==> config.mk <==
export PLATFORM = sky130hd
export DESIGN_NAME = img2col_map_ctrl
export DESIGN_NICKNAME = d
export VERILOG_FILES = /design/src/rtl/img2col_map_ctrl.sv
export SDC_FILE = /design/constraint.sdc
export NUM_CORES = 1
export LEC_CHECK = 0
export CORE_MARGIN = 2
export CORE_UTILIZATION = 29
export DETAILED_ROUTE_END_ITERATION = 7
export SYNTH_ARGS = -nofsm -noshare
export SYNTH_HDL_FRONTEND = slang
export SYNTH_SLANG_ARGS = --single-unit
==> constraint.sdc <==
create_clock -name clk -period 1.91 [get_ports clk]
set_input_delay 0.4775 -clock clk [delete_from_list [all_inputs] [get_ports clk]]
set_output_delay 0.4775 -clock clk [all_outputs]
set_load 0.01 [all_outputs]
==> src/rtl/img2col_map_ctrl.sv <==
// img2col PU write-address sequencer: BUFFER preloads KERNEL rows, WORK streams NUM_ROUNDS rows.
// Each address step is gated by advance; abort returns to IDLE without a done pulse.
module img2col_map_ctrl #(
    parameter int KERNEL     = 5,
    parameter int NUM_PU     = 28,
    parameter int NUM_ROUNDS = 28,
    parameter int CW         = 6
) (
    input  logic          clk,
    input  logic          rst,
    input  logic          start,
    input  logic          abort,
    input  logic          advance,
    output logic          out_valid,
    output logic          buffering,
    output logic          working,
    output logic          busy,
    output logic          done,
    output logic [CW-1:0] pu_addr,
    output logic [CW-1:0] pu_no,
    output logic [CW-1:0] row_no,
    output logic [CW-1:0] round
);

    localparam longint LP_SPAN = longint'(1) << CW;

    if (KERNEL < 1 || NUM_PU < 1 || NUM_ROUNDS < 1 || CW < 1 ||
        longint'(KERNEL) >= LP_SPAN || longint'(NUM_PU) >= LP_SPAN ||
        longint'(NUM_ROUNDS) >= LP_SPAN) begin : g_param_check
        $error("img2col_map_ctrl: invalid parameters (need all >= 1 and 2^CW > max(KERNEL, NUM_PU, NUM_ROUNDS))");
    end

    localparam logic [CW-1:0] LP_K_LAST   = CW'(KERNEL - 1);
    localparam logic [CW-1:0] LP_PU_LAST  = CW'(NUM_PU - 1);
    localparam logic [CW-1:0] LP_RND_LAST = CW'(NUM_ROUNDS - 1);

    typedef enum logic [1:0] {
        S_IDLE,
        S_BUFFER,
        S_WORK,
        S_DONE
    } state_t;

    state_t        r_state;
    state_t        w_state_nx;
    logic [CW-1:0] r_pu_addr, r_pu_no, r_row_no, r_round;
    logic [CW-1:0] w_pu_addr_nx, w_pu_no_nx, w_row_no_nx, w_round_nx;
    logic          w_slot_end;
    logic          w_row_end;

    assign w_slot_end = (r_pu_addr == LP_K_LAST);
    assign w_row_end  = w_slot_end && (r_pu_no == LP_PU_LAST);

    always_ff @(posedge clk or posedge rst) begin
        if (rst) begin
            r_state   <= S_IDLE;
            r_pu_addr <= '0;
            r_pu_no   <= '0;
            r_row_no  <= '0;
            r_round   <= '0;
        end else begin
            r_state   <= w_state_nx;
            r_pu_addr <= w_pu_addr_nx;
            r_pu_no   <= w_pu_no_nx;
            r_row_no  <= w_row_no_nx;
            r_round   <= w_round_nx;
        end
    end

    always_comb begin
        w_state_nx   = r_state;
        w_pu_addr_nx = r_pu_addr;
        w_pu_no_nx   = r_pu_no;
        w_row_no_nx  = r_row_no;
        w_round_nx   = r_round;
        if (abort) begin
            w_state_nx   = S_IDLE;
            w_pu_addr_nx = '0;
            w_pu_no_nx   = '0;
            w_row_no_nx  = '0;
            w_round_nx   = '0;
        end else begin
            unique case (r_state)
                S_IDLE: begin
                    w_pu_addr_nx = '0;
                    w_pu_no_nx   = '0;
                    w_row_no_nx  = '0;
                    w_round_nx   = '0;
                    if (start) w_state_nx = S_BUFFER;
                end
                S_BUFFER, S_WORK: begin
                    // The final WORK step moves to DONE without stepping, so the last address stays visible.
                    if (advance) begin
                        if (r_state == S_WORK && w_row_end && r_round == LP_RND_LAST) begin
                            w_state_nx = S_DONE;
                        end else begin
                            w_pu_addr_nx = w_slot_end ? '0 : r_pu_addr + CW'(1);
                            if (w_slot_end) w_pu_no_nx = w_row_end ? '0 : r_pu_no + CW'(1);
                            if (w_row_end) begin
                                if (r_state == S_BUFFER) begin
                                    if (r_row_no == LP_K_LAST) begin
                                        w_state_nx = S_WORK;
                                        w_round_nx = '0;
                                    end else begin
                                        w_row_no_nx = r_row_no + CW'(1);
                                    end
                                end else begin
                                    w_round_nx = r_round + CW'(1);
                                end
                            end
                        end
                    end
                end
                S_DONE: begin
                    w_state_nx   = S_IDLE;
                    w_pu_addr_nx = '0;
                    w_pu_no_nx   = '0;
                    w_row_no_nx  = '0;
                    w_round_nx   = '0;
                end
                default: w_state_nx = S_IDLE;
            endcase
        end
    end

    assign out_valid = (r_state == S_BUFFER) || (r_state == S_WORK);
    assign buffering = (r_state == S_BUFFER);
    assign working   = (r_state == S_WORK);
    assign busy      = (r_state != S_IDLE);
    assign done      = (r_state == S_DONE);
    assign pu_addr   = r_pu_addr;
    assign pu_no     = r_pu_no;
    assign row_no    = r_row_no;
    assign round     = r_round;

endmodule

==> results of run 1 <==
## final timing paths
check,depth (start not counted),slack [ns],from,end
hold reg to reg,1,0.56,pu_no[2],pu_no[2]
hold / removal,3,0.56,rst,row_no[1]
setup / recovery,4,0.04,r_state[1],working
setup reg to reg,8,0.07,r_state[0],pu_no[3]
min in group clk,1,0.56,pu_no[2],pu_no[2]
max in group asynchronous,3,1.10,rst,pu_addr[5]
## flip-flops by register name, indices dropped and copies added (netlist names)
name	flops
pu_no	6
pu_addr	6
r_state	2
row_no	6
round	6
## layout by cell type, fill, tap and decap left out, drive strengths merged, types with 5 or more instances in the layout
cell,count
nor3,7
nor2,20
inv,13
nand2,10
dlygate4sd2,5
ha,10
buf,49
dfrtp,26
o21ai,8
clkdlybuf4s50,27
a21oi,6
nand3,13
## logic make-up (layout without fill, tap and decap cells)
| family | after synthesis | in the layout |
|---|---|---|
| simple gates | 78 | 78 |
| buf+inv | 17 | 98 |
| flops | 26 | 26 |
| xor+xnor | 8 | 8 |
| compound gates | 32 | 32 |
| mux | 3 | 3 |
| fa+ha+maj | 10 | 10 |
## area by class of cell
| class | instances | area, µm² | area share |
|---|---|---|---|
| Tap cell | 72 | 90.09 | 0.03580 |
| Clock buffer | 3 | 41.29 | 0.01641 |
| Inverter | 13 | 48.80 | 0.01939 |
| Sequential cell | 26 | 650.6 | 0.2586 |
| Multi-Input combinational cell | 131 | 989.7 | 0.3933 |
| Timing Repair Buffer | 82 | 695.7 | 0.2765 |
## layer usage
metal	track usage	up-vias	part of all wire
met5	0	-	0
met4	0.04483	0	0.0055
met3	0.01818	2	0.031
met2	0.2356	30	0.47
met1	0.1989	735	0.49
li1	-	795	-
## power groups by stage
| stage | combinational [W] | sequential, W | clock, W |
|---|---|---|---|
| after floorplan | 0.000191 | 0.000582 | 0 |
| after global routing | 0.000472 | 0.000567 | 0.000343 |
| after global placement | 0.000424 | 0.000575 | 0 |
| after detailed placement | 0.000423 | 0.000576 | 0 |
| after CTS | 0.000408 | 0.000565 | 0.000328 |
| final | 0.000426 | 0.000566 | 0.000317 |
## tightest hold or removal path: cells and delay by family
family	cells	cell delay, ns
buf+inv	3	0.75
## metrics by stage
| step | instance area, µm² | power [W] | util |
|---|---|---|---|
| finish | 2516 | 0.001309 | 0.4598 |
| floorplan | 1632 | 0.0007725 | - |
| global route | 2516 | 0.001382 | 0.4598 |
| global placement | 2387 | 0.0009996 | 0.4362 |
| CTS | 2439 | 0.001301 | 0.4456 |
| detailed placement | 2387 | 0.0009992 | 0.4362 |
## what timing repair did
action,in CTS,in global routing
pin swaps,3,6
resized for setup,9,16
buffers inserted,0,2
setup endpoints to repair,18,18
==> metrics.txt, run 1 <==
Synth Area in Compound Gates=0.1296; antenna violations before repair=0; Top Ports=34; Synth Warn #=0; final hold slack=0.5556 ns; grt ovf=0; FMAX=535.4 MHz; maxcap violations=0; area delta synth->final=54.22%; clk_lat worst skew=0.27 ns; maximum vdd drop=0.2820 mV; WP buf/inv=3; EDFF count, synth=0; clk buf depth=2; Total GRT Usage=0.1442; largest cells by area after synthesis=dfrtp_1, ha_1, nor2_1; CTS HTree Levels=1; pwr/cell area=520.3 nW/µm²; Synth Area in Adders=0.07669; Final GP Congestion=0.7962; synthesized area=1632 µm²; Netlist cell types=47; Filler cells=565; period utilization=0.9779; Worst Hold Class=input pin to async pin; initial drt markers=95; outcome=complete, no violations; antenna-violating nets left=0; Worst Skew=0.004391 ns; post-synthesis sequential area ratio=0.3988; clock share of power=0.242; main flop type after synthesis=dfrtp_1; Residual DRC=0; global-route wire length before repair=7238 µm; Row Count=27; slowest stage delay, CP=0.44 ns; Die H=79.01 µm; setup TNS=0 ns; non-filler cells, final=327; crit path max fanout=3; Worst setup SP type=flip-flop; DRT Wirelength=4188 µm; sequential share of power=0.433; Hold Fails Final Rpt=0; fin. max-slew vios=0; antenna cells=0; delay-heaviest family, CP=buffers and inverters; final worst-path setup slack=0.04226 ns; critical path class=flip-flop to output port; DP HPWL=3112 µm; TritonCTS buffer count=3; mux share of post-synthesis cell area=0.01840; CP arrival=1.39 ns; Crit path required time=1.43 ns; nets=272; Worst-Margin Slew=0.3413 ns; Slew headroom=0.7725; Sink Count=26; setup violators final=0; share of the synthesized area in the top cell type=0.3988; vias in the first global route=1,579; ys async rst share=1.000; largest family of logic cells by synthesized area=simple AND/OR/NAND/NOR gates; Cell Int Power=0.0009031 W; most used cell, CP=buf_4; Comb power frac=0.325; Core Box Area=5473 µm²; RSZ-0062 raised after global routing=yes; CTS tree=built; sw frac=0.3101; Net Count, Synth=189; routed len/inst=12.81 µm; placed cells=322; Synth Area per Inst=9.377 µm²; Synth Register Bits=26; Place WS=-0.2978 ns; worst path cell trace=ha_4 > buf_4 > buf_4 > dlygate4sd2_1; post-synthesis simple-gate area fraction=0.2929; vias per cell=4.777; via count=1,562; fin crit period=1.868 ns; CP endpoint kind=output port; Synth top cells by count=dfrtp_1, nor2_1, inv_1, nand3_1; Leak Pwr=1.033 nW; XOR/XNOR share of the synthesized area=0.04294; TritonRoute pass-1 iters=4; Post-Syn Instances=174; sw power=0.0004059 W; Initial Utilization=0.2981; CP max stage cell=dfrtp_1; hold_buf cts=0; Buffers on Ports=33; layout cells sized above 1=0.2706; Die ar.=6242 µm²; Worst-path clk slew=0.09 ns; Die W=79.01 µm; largest net degree at the start of global routing=27; Yosys top cell by area=dfrtp_1; CTS root buf=clkbuf_8; most instantiated library cell after synthesis=dfrtp_1
No activity file was read; power rests on OpenSTA's default activity.
==> run 2: changes to the inputs <==
- PLACE_DENSITY: not set -> 0.51
==> run 2 against run 1 <==
  * Utilization increased by 1.4 points
  * Final cell count up 2.4%
  * Design area increased by 3.1%
  * Wire length rose by 6.3%
  * Global-route usage increased by 0.20 points
  * Clock power increased by 17%
  * Critical endpoint is now pu_no[5]
  * Largest power group unchanged
==> metrics.txt, run 2 (synthesis gave the netlist of run 1 again) <==
nets=279; TritonCTS buffer count=3; TritonRoute pass-1 iters=4; critical path class=flip-flop to output port; design area=2594 µm²; period utilization=0.9720; RSZ-0062 raised after global routing=yes; register area=651.9 µm²; clk buf depth=2; Residual DRC=0; DRT Wirelength=4452 µm; Crit path required time=1.43 ns; Die ar.=6242 µm²; CP endpoint kind=output port; Sink Count=26; multi-input logic area=1003 µm²; global-route wire length before repair=7245 µm; pwr/cell area=528.5 nW/µm²; layout cells sized above 1=0.3156; CTS root buf=clkbuf_8; FMAX=538.6 MHz; Die W=79.01 µm; CTS tree=built; Slew headroom=0.7709; most frequent cells in the layout=buf_4, clkdlybuf4s50_1, dfrtp_1, nor2_1; fin crit period=1.857 ns; maximum vdd drop=0.2308 mV; outcome=complete, no violations; Worst Hold Class=input pin to async pin; routed len/inst=13.29 µm; Filler cells=555; Row Count=27; area delta synth->final=58.97%; CP arrival=1.38 ns; initial drt markers=73; via count=1,610; CTS HTree Levels=1; setup TNS=0 ns; maxcap violations=0; commonest non-fill, non-tap cell in the layout=buf_4; largest net degree at the start of global routing=27; Buffers on Ports=33; setup violators final=0; Worst-path clk slew=0.10 ns; vias in the first global route=1,522; DP HPWL=3356 µm; clk_lat worst skew=0.28 ns; Worst setup SP type=flip-flop; vias per cell=4.806; Total GRT Usage=0.1462; final worst-path setup slack=0.05345 ns; crit path max fanout=5; antenna cells=0; Die H=79.01 µm; antenna-violating nets left=0; Worst Skew=0.005748 ns; grt ovf=0; Final GP Congestion=0.8002; Place WS=-0.3332 ns; Leak Pwr=1.071 nW; Core Box Area=5473 µm²; Initial Utilization=0.2981; hold_buf cts=0; fin. max-slew vios=0; placed inst area=2432 µm²; antenna violations before repair=0; Worst-Margin Slew=0.3401 ns; Top Ports=34; Hold Fails Final Rpt=0
run 2: repair_timing:
action	4_1_cts	5_1_grt
cloned	0	0
buffers inserted	0	4
pin swaps	5	6
endpoints found under the setup margin	18	13
resized for setup	18	15
run 2: layout make-up:
| type | instances | area share |
|---|---|---|
| Inverter | 13 | 0.01881 |
| Tap cell | 72 | 0.03473 |
| Timing Repair Buffer | 89 | 0.2870 |
| Multi-Input combinational cell | 131 | 0.3869 |
| Sequential cell | 26 | 0.2513 |
| Clock buffer | 4 | 0.02123 |
run 2: worst paths after layout:
kind,startpoint,end,slack [ns],depth (start not counted)
setup / recovery,pu_no[5],pu_no[5],0.05,2
hold / removal,rst,pu_no[1],0.54,3
setup reg to reg,pu_no[0],pu_no[3],0.06,7
hold reg to reg,pu_addr[0],pu_addr[0],0.57,3
max in group asynchronous,rst,pu_no[5],1.09,3
min in group clk,pu_addr[0],pu_addr[0],0.57,3
run 2: per-layer routing:
layer / wire length [µm] / vias to the layer above / global-route usage / share of wire
met5: 0 / - / 0 / 0
met4: 49 / 0 / 0.05172 / 0.011
met3: 135 / 4 / 0.01477 / 0.030
met2: 2084 / 32 / 0.2280 / 0.47
met1: 2182 / 759 / 0.2106 / 0.49
li1: - / 815 / - / -
run 2: stage by stage:
stage / cells / total power (W) / utilization / hold WS [ns]
2_1_floorplan: 174 / 0.0007725 / - / 0.5175
3_3_place_gp: 328 / 0.001006 / 0.4444 / 0.5500
3_5_place_dp: 328 / 0.001009 / 0.4444 / 0.5607
4_1_cts: 331 / 0.001379 / 0.4591 / 0.5578
5_1_grt: 335 / 0.001444 / 0.4739 / 0.5867
6_report: 335 / 0.001371 / 0.4739 / 0.5437
run 2: worst max-delay path: stages (launching register included):
cell and delay, ns:
dfrtp_2 0.42, buf_4 0.15, clkdlybuf4s50_1 0.54
run 2: power breakdown:
| group | switching [W] | internal [W] | leakage [nW] |
|---|---|---|---|
| clock | 0.000187 | 0.000185 | 0.0288 |
| combinational | 0.000227 | 0.000206 | 0.682 |
| sequential | 0.00000651 | 0.000560 | 0.360 |
| total | 0.000420 | 0.000950 | 1.07 |
